$ cat config.mk
export PLATFORM = sky130hd
export DESIGN_NAME = control_sequencer
export DESIGN_NICKNAME = d
export VERILOG_FILES = /design/src/rtl/control_sequencer.sv
export SDC_FILE = /design/constraint.sdc
export NUM_CORES = 1
export LEC_CHECK = 0
export ABC_AREA = 1
export BUFFER_PORTS_ARGS = -buffer_cell sky130_fd_sc_hd__buf_2
export CAP_MARGIN = 20
export CELL_PAD_IN_SITES_DETAIL_PLACEMENT = 0
export CELL_PAD_IN_SITES_GLOBAL_PLACEMENT = 2
export CORE_AREA = 2 2 75 77
export CTS_CLUSTER_DIAMETER = 60
export DETAILED_ROUTE_END_ITERATION = 7
export DIE_AREA = 0 0 77 79
export PLACE_DENSITY = 0.69
export SKIP_LAST_GASP = 1
export SLEW_MARGIN = 20
export SYNTH_ARGS = -nofsm -noshare
export SYNTH_HDL_FRONTEND = slang
export SYNTH_SLANG_ARGS = --single-unit
export TNS_END_PERCENT = 20
$ cat constraint.sdc
create_clock -name Clock -period 0.99 [get_ports Clock]
set_input_delay 0.1485 -clock Clock [delete_from_list [all_inputs] [get_ports Clock]]
set_output_delay 0.1485 -clock Clock [all_outputs]
set_load 0.02 [all_outputs]
$ cat src/rtl/control_sequencer.sv
// Instruction sequencer for the ALU system: two-byte fetch into IR, one execute cycle.
// Only the state is registered; every control output decodes from state and IR_Out.
module control_sequencer (
  input  logic        Clock,
  input  logic        Reset_N,
  input  logic [15:0] IR_Out,
  input  logic [3:0]  Flags,
  output logic [1:0]  MuxASel,
  output logic [1:0]  MuxBSel,
  output logic        MuxCSel,
  output logic [2:0]  RF_OutASel,
  output logic [2:0]  RF_OutBSel,
  output logic [1:0]  RF_FunSel,
  output logic [3:0]  RF_RSel,
  output logic [3:0]  RF_TSel,
  output logic [3:0]  ALU_FunSel,
  output logic [1:0]  ARF_OutASel,
  output logic [1:0]  ARF_OutBSel,
  output logic [1:0]  ARF_FunSel,
  output logic [3:0]  ARF_RSel,
  output logic [1:0]  IR_Funsel,
  output logic        IR_Enable,
  output logic        IR_LH,
  output logic        Mem_WR,
  output logic        Mem_CS,
  output logic        Halted,
  output logic        Illegal
);

  localparam logic [1:0] FS_DEC    = 2'b00;
  localparam logic [1:0] FS_INC    = 2'b01;
  localparam logic [1:0] FS_LOAD   = 2'b10;
  localparam logic [1:0] FS_CLR    = 2'b11;
  localparam logic [3:0] ALU_PASSA = 4'b0000;
  localparam logic [3:0] ALU_PASSB = 4'b0001;
  localparam logic [3:0] ALU_ADD   = 4'b0100;
  localparam logic [3:0] ALU_SUB   = 4'b0110;
  localparam logic [3:0] ALU_AND   = 4'b0111;
  localparam logic [3:0] ALU_OR    = 4'b1000;

  localparam logic [1:0] ARF_PC = 2'd0;
  localparam logic [1:0] ARF_AR = 2'd1;

  typedef enum logic [2:0] {
    IDLE    = 3'd0,
    FETCH_L = 3'd1,
    FETCH_H = 3'd2,
    EXEC    = 3'd3,
    HALT    = 3'd4
  } state_e;

  state_e state_q, state_d;

  logic [3:0] opc;
  logic [1:0] rd, rs1, rs2;
  logic [3:0] rd_en;

  assign opc   = IR_Out[15:12];
  assign rd    = IR_Out[11:10];
  assign rs1   = IR_Out[9:8];
  assign rs2   = IR_Out[7:6];
  assign rd_en = 4'b1000 >> rd;

  // Immediate bits reach the RF through MuxA inside the datapath; only Z is consulted here.
  logic unused_bits;
  assign unused_bits = ^{IR_Out[5:0], Flags[2:0], FS_DEC, FS_CLR};

  always_ff @(posedge Clock or negedge Reset_N) begin
    if (!Reset_N) state_q <= IDLE;
    else          state_q <= state_d;
  end

  always_comb begin
    state_d     = state_q;
    MuxASel     = 2'd0;
    MuxBSel     = 2'd0;
    MuxCSel     = 1'b0;
    RF_OutASel  = 3'd0;
    RF_OutBSel  = 3'd0;
    RF_FunSel   = 2'd0;
    RF_RSel     = 4'd0;
    RF_TSel     = 4'd0;
    ALU_FunSel  = 4'd0;
    ARF_OutASel = 2'd0;
    ARF_OutBSel = 2'd0;
    ARF_FunSel  = 2'd0;
    ARF_RSel    = 4'd0;
    IR_Funsel   = 2'd0;
    IR_Enable   = 1'b0;
    IR_LH       = 1'b0;
    Mem_WR      = 1'b0;
    Mem_CS      = 1'b1;
    Halted      = 1'b0;
    Illegal     = 1'b0;
    unique case (state_q)
      IDLE: state_d = FETCH_L;
      FETCH_L, FETCH_H: begin
        ARF_OutBSel = ARF_PC;
        Mem_CS      = 1'b0;
        IR_Enable   = 1'b1;
        IR_Funsel   = FS_LOAD;
        IR_LH       = (state_q == FETCH_H);
        ARF_RSel    = 4'b1000;
        ARF_FunSel  = FS_INC;
        state_d     = (state_q == FETCH_H) ? EXEC : FETCH_H;
      end
      EXEC: begin
        state_d = FETCH_L;
        unique case (opc)
          4'h0: begin
            MuxASel   = 2'd2;
            RF_FunSel = FS_LOAD;
            RF_RSel   = rd_en;
          end
          4'h1: begin
            ARF_OutBSel = ARF_AR;
            Mem_CS      = 1'b0;
            MuxASel     = 2'd1;
            RF_FunSel   = FS_LOAD;
            RF_RSel     = rd_en;
          end
          4'h2: begin
            ARF_OutBSel = ARF_AR;
            RF_OutBSel  = {1'b0, rd};
            ALU_FunSel  = ALU_PASSB;
            Mem_CS      = 1'b0;
            Mem_WR      = 1'b1;
          end
          4'h3: begin
            RF_OutASel = {1'b0, rs1};
            ALU_FunSel = ALU_PASSA;
            RF_FunSel  = FS_LOAD;
            RF_RSel    = rd_en;
          end
          4'h4, 4'h5, 4'h6, 4'h7: begin
            RF_OutASel = {1'b0, rs1};
            RF_OutBSel = {1'b0, rs2};
            unique case (opc[1:0])
              2'd0:    ALU_FunSel = ALU_ADD;
              2'd1:    ALU_FunSel = ALU_SUB;
              2'd2:    ALU_FunSel = ALU_AND;
              default: ALU_FunSel = ALU_OR;
            endcase
            RF_FunSel = FS_LOAD;
            RF_RSel   = rd_en;
          end
          4'h8, 4'h9: begin
            // BZ shares the branch path but only writes PC when Z is set this cycle.
            if (opc == 4'h8 || Flags[3]) begin
              MuxBSel    = 2'd2;
              ARF_FunSel = FS_LOAD;
              ARF_RSel   = 4'b1000;
            end
          end
          4'hA: begin
            MuxBSel    = 2'd2;
            ARF_FunSel = FS_LOAD;
            ARF_RSel   = 4'b0100;
          end
          4'hF:    state_d = HALT;
          default: Illegal = 1'b1;
        endcase
      end
      HALT: Halted = 1'b1;
      default: state_d = IDLE;
    endcase
  end

endmodule

==> flow_summary.toml <==
[floorplan]
initial_utilization_pct = 12.52
die_w_um = 77
die_area_um2 = 6083
pin_count = 65
die_h_um = 79
core_um2 = 5338
std_cell_rows = 27

[placement]
io_buffers = 40
routabilityCongestion = 0.7091
place_hpwl_mm = 1.878
post-place-ws_ns = -0.4379
place_area_um2 = 1227
placed_cells = 257

[clock_tree]
cts_sinks = 3
cts_max_level = 1
clockBufferDepth = 2
cts_root_buf = "clkbuf_8"
cts_made_buffers = 3
clk_latency_ns = 0.21
cts_tree = "built"
clkTransAtPathRegs_ns = 0.03

[routing]
dr.pass1.iters = 3
avgRoutedWirePerCell_um = 8.891
drc = 0
vias = 885
vias_per_cell = 3.327
ant_nets = 0
routed_wl_mm = 2.365
first_iter_violations = 6

[critical_path]
cp-end-kind = "output pin"
cp_data_arrival_time_ns = 1.31
startpoint = "state_q[1]"
crit_family = "simple AND/OR/NAND/NOR gates"
rrSetupSlack_ns = -0.13
reg2regPathDepth = 6
crit_slowest_cell = "dfrtp_1"
cp_num_buf_inv = 3
path_depth = 7
crit_end = "RF_OutASel[0]"
critPathMaxStageDelay_ns = 0.37
worstPathRequired_ns = 0.84
worstSetupStartpointType = "flop"
timing.rr.end = "state_q[2]"
crit_fanout = 4
r2r_start = "state_q[1]"
path_common_cell = "buf_6"
path_class = "reg -> out"
crit_chain = "nand2_2 -> nor2_4 -> buf_6 -> buf_6 -> nand2_2 -> nor2_4 -> buf_6"

[global_routing]
grt_max_degree = 7
globalRouteOverflowTotal = 0
grt_use_total_pct = 7.217
grt_pass1_wl_mm = 3.629
grt_antenna_before_repair = 0
grt_pass1_vias = 804

[min_path]
min-delay-path-class = "in -> async"

[logic_synthesis]
ys_seq_area_share_pct = 11.24
syn_area_per_cell_um2 = 5.760
ys_ff_latch = 3
synth_top_area_cell = "buf_4"
yosysWarningCount = 0
netlist-cell-type-count = 22
synth_area_leaders = "buf_4 18%, nand2_1 16%, dfrtp_1 11%"
synthCells = 116
syn-cell-area_um2 = 668.1
yosysTopAreaCellShare_pct = 17.98

[layout]
finalNetCount = 221
design_area_um2 = 1486
regMostFlops = "state_q"
largest_reg_flops = 3
stdcell_count = 266
n_antenna_cell = 0
drive_above_1_share_pct = 59.79
final_cell_mix = "34 x buf_4, 24 x nand2_1, 22 x buf_2"
fill_cells = 626
largestRegisters = "state_q x3"
area_growth_pct = 122.5
layout.cells.most_common = "buf_4"

[timing]
slew_violations = 0
timing.fmax_mhz = 685.1
hold_viol_final = 0
period_needed_ns = 1.460
fin_ws_ns = -0.4696
setup_viol = 29
rsz0062_at_grt = "yes"
period_share_pct = 147.4
finalClockSkew_ns = 0.0002427

[run_status]
violations = "setup timing"
outcome = "complete, but fails checks"

[pwr]
finalPower_mw = 3.282
p_per_area_nw_per_um2 = 2208
peakVddDrop_mv = 0.6452
p_leak_nw = 0.7636

[job]
drv_cap = 0
==> metal layers <==
metal	global-route usage, %	share of wire [%]	routed length, um	vias to the layer above
met5	0	0	0	-
met4	1.607	0	0	0
met3	0.6818	3.8	89	0
met2	12.89	51	1198	25
met1	9.429	46	1078	386
li1	-	-	-	474
==> area by class of cell <==
cell class,instances,area (um2),share of cell area [%]
Timing Repair Buffer,76,606.8,40.82
Clock buffer,4,45.04,3.030
Timing Repair inverter,1,6.256,0.4209
Sequential cell,3,75.07,5.050
Multi-Input combinational cell,92,588.1,39.56
Tap cell,72,90.09,6.061
Inverter,18,75.07,5.050
==> report_power, final <==
| group | internal, mW | total (mW) | switching [mW] |
|---|---|---|---|
| clock network | 0.274 | 0.345 | 0.0714 |
| logic | 1.28 | 2.73 | 1.45 |
| registers | 0.168 | 0.207 | 0.0383 |
==> cell families after synthesis <==
logic type / after synthesis / synth area share (%)
flip-flops: 3 / 11.24
AND/OR/NAND/NOR: 63 / 42.32
adder cells (fa/ha/maj): 4 / 7.491
other: 1 / 0.5613
buffers and inverters: 35 / 30.15
AO/OA/AOI/OAI: 10 / 8.239
==> repair_timing <==
action | 4_1_cts | 5_1_grt
resized for setup | 30 | 24
hold buffers | 1 | 0
setup buffers | 2 | 1
pin swaps | 4 | 7
setup endpoints to repair | 30 | 31
cloned | 1 | 0
hold endpoints to repair | 3 | 0
==> worst register-to-register path, stage by stage, from the launching register on <==
cell and delay (ns):
dfrtp_1 0.39, buf_4 0.14, inv_2 0.06, buf_4 0.11
nand2_1 0.07, buf_4 0.13, o22ai_1 0.13
==> per-stage QoR <==
step	setup TNS, ns	hold WS, ns	utilization, %
after floorplan	-3.980	-0.1471	-
after global placement	-8.838	-0.05322	23.00
after detailed placement	-9.005	-0.05395	23.00
after CTS	-13.20	0.2635	26.35
after global routing	-14.27	0.2765	27.85
final	-12.25	0.2642	27.85
==> cells in the mapped netlist <==
cell type  number
inv_2           2
inv_4           1
buf_6           1
o22ai_1         1
dfrtp_1         3
nor2_4          3
nand3_2         1
o21ai_2         1
conb_1          1
a21oi_1         5
nor2_2          1
buf_4          16
nor3_1          2
ha_1            4
nand3_1         4
nand2_1        29
o21ai_1         1
nor2_1         20
o21ai_0         2
or2_2           1
nand2_2         2
inv_1          15
==> worst min-delay path by stage <==
stage          slack [ns]         end  cells past startpoint
2_1_floorplan       -0.15  state_q[0]                      0
3_3_place_gp        -0.05  state_q[0]                      1
3_5_place_dp        -0.05  state_q[0]                      1
4_1_cts              0.26  state_q[0]                      2
5_1_grt              0.28  state_q[2]                      2
6_report             0.26  state_q[0]                      2
No activity file was read; power rests on OpenSTA's default activity.
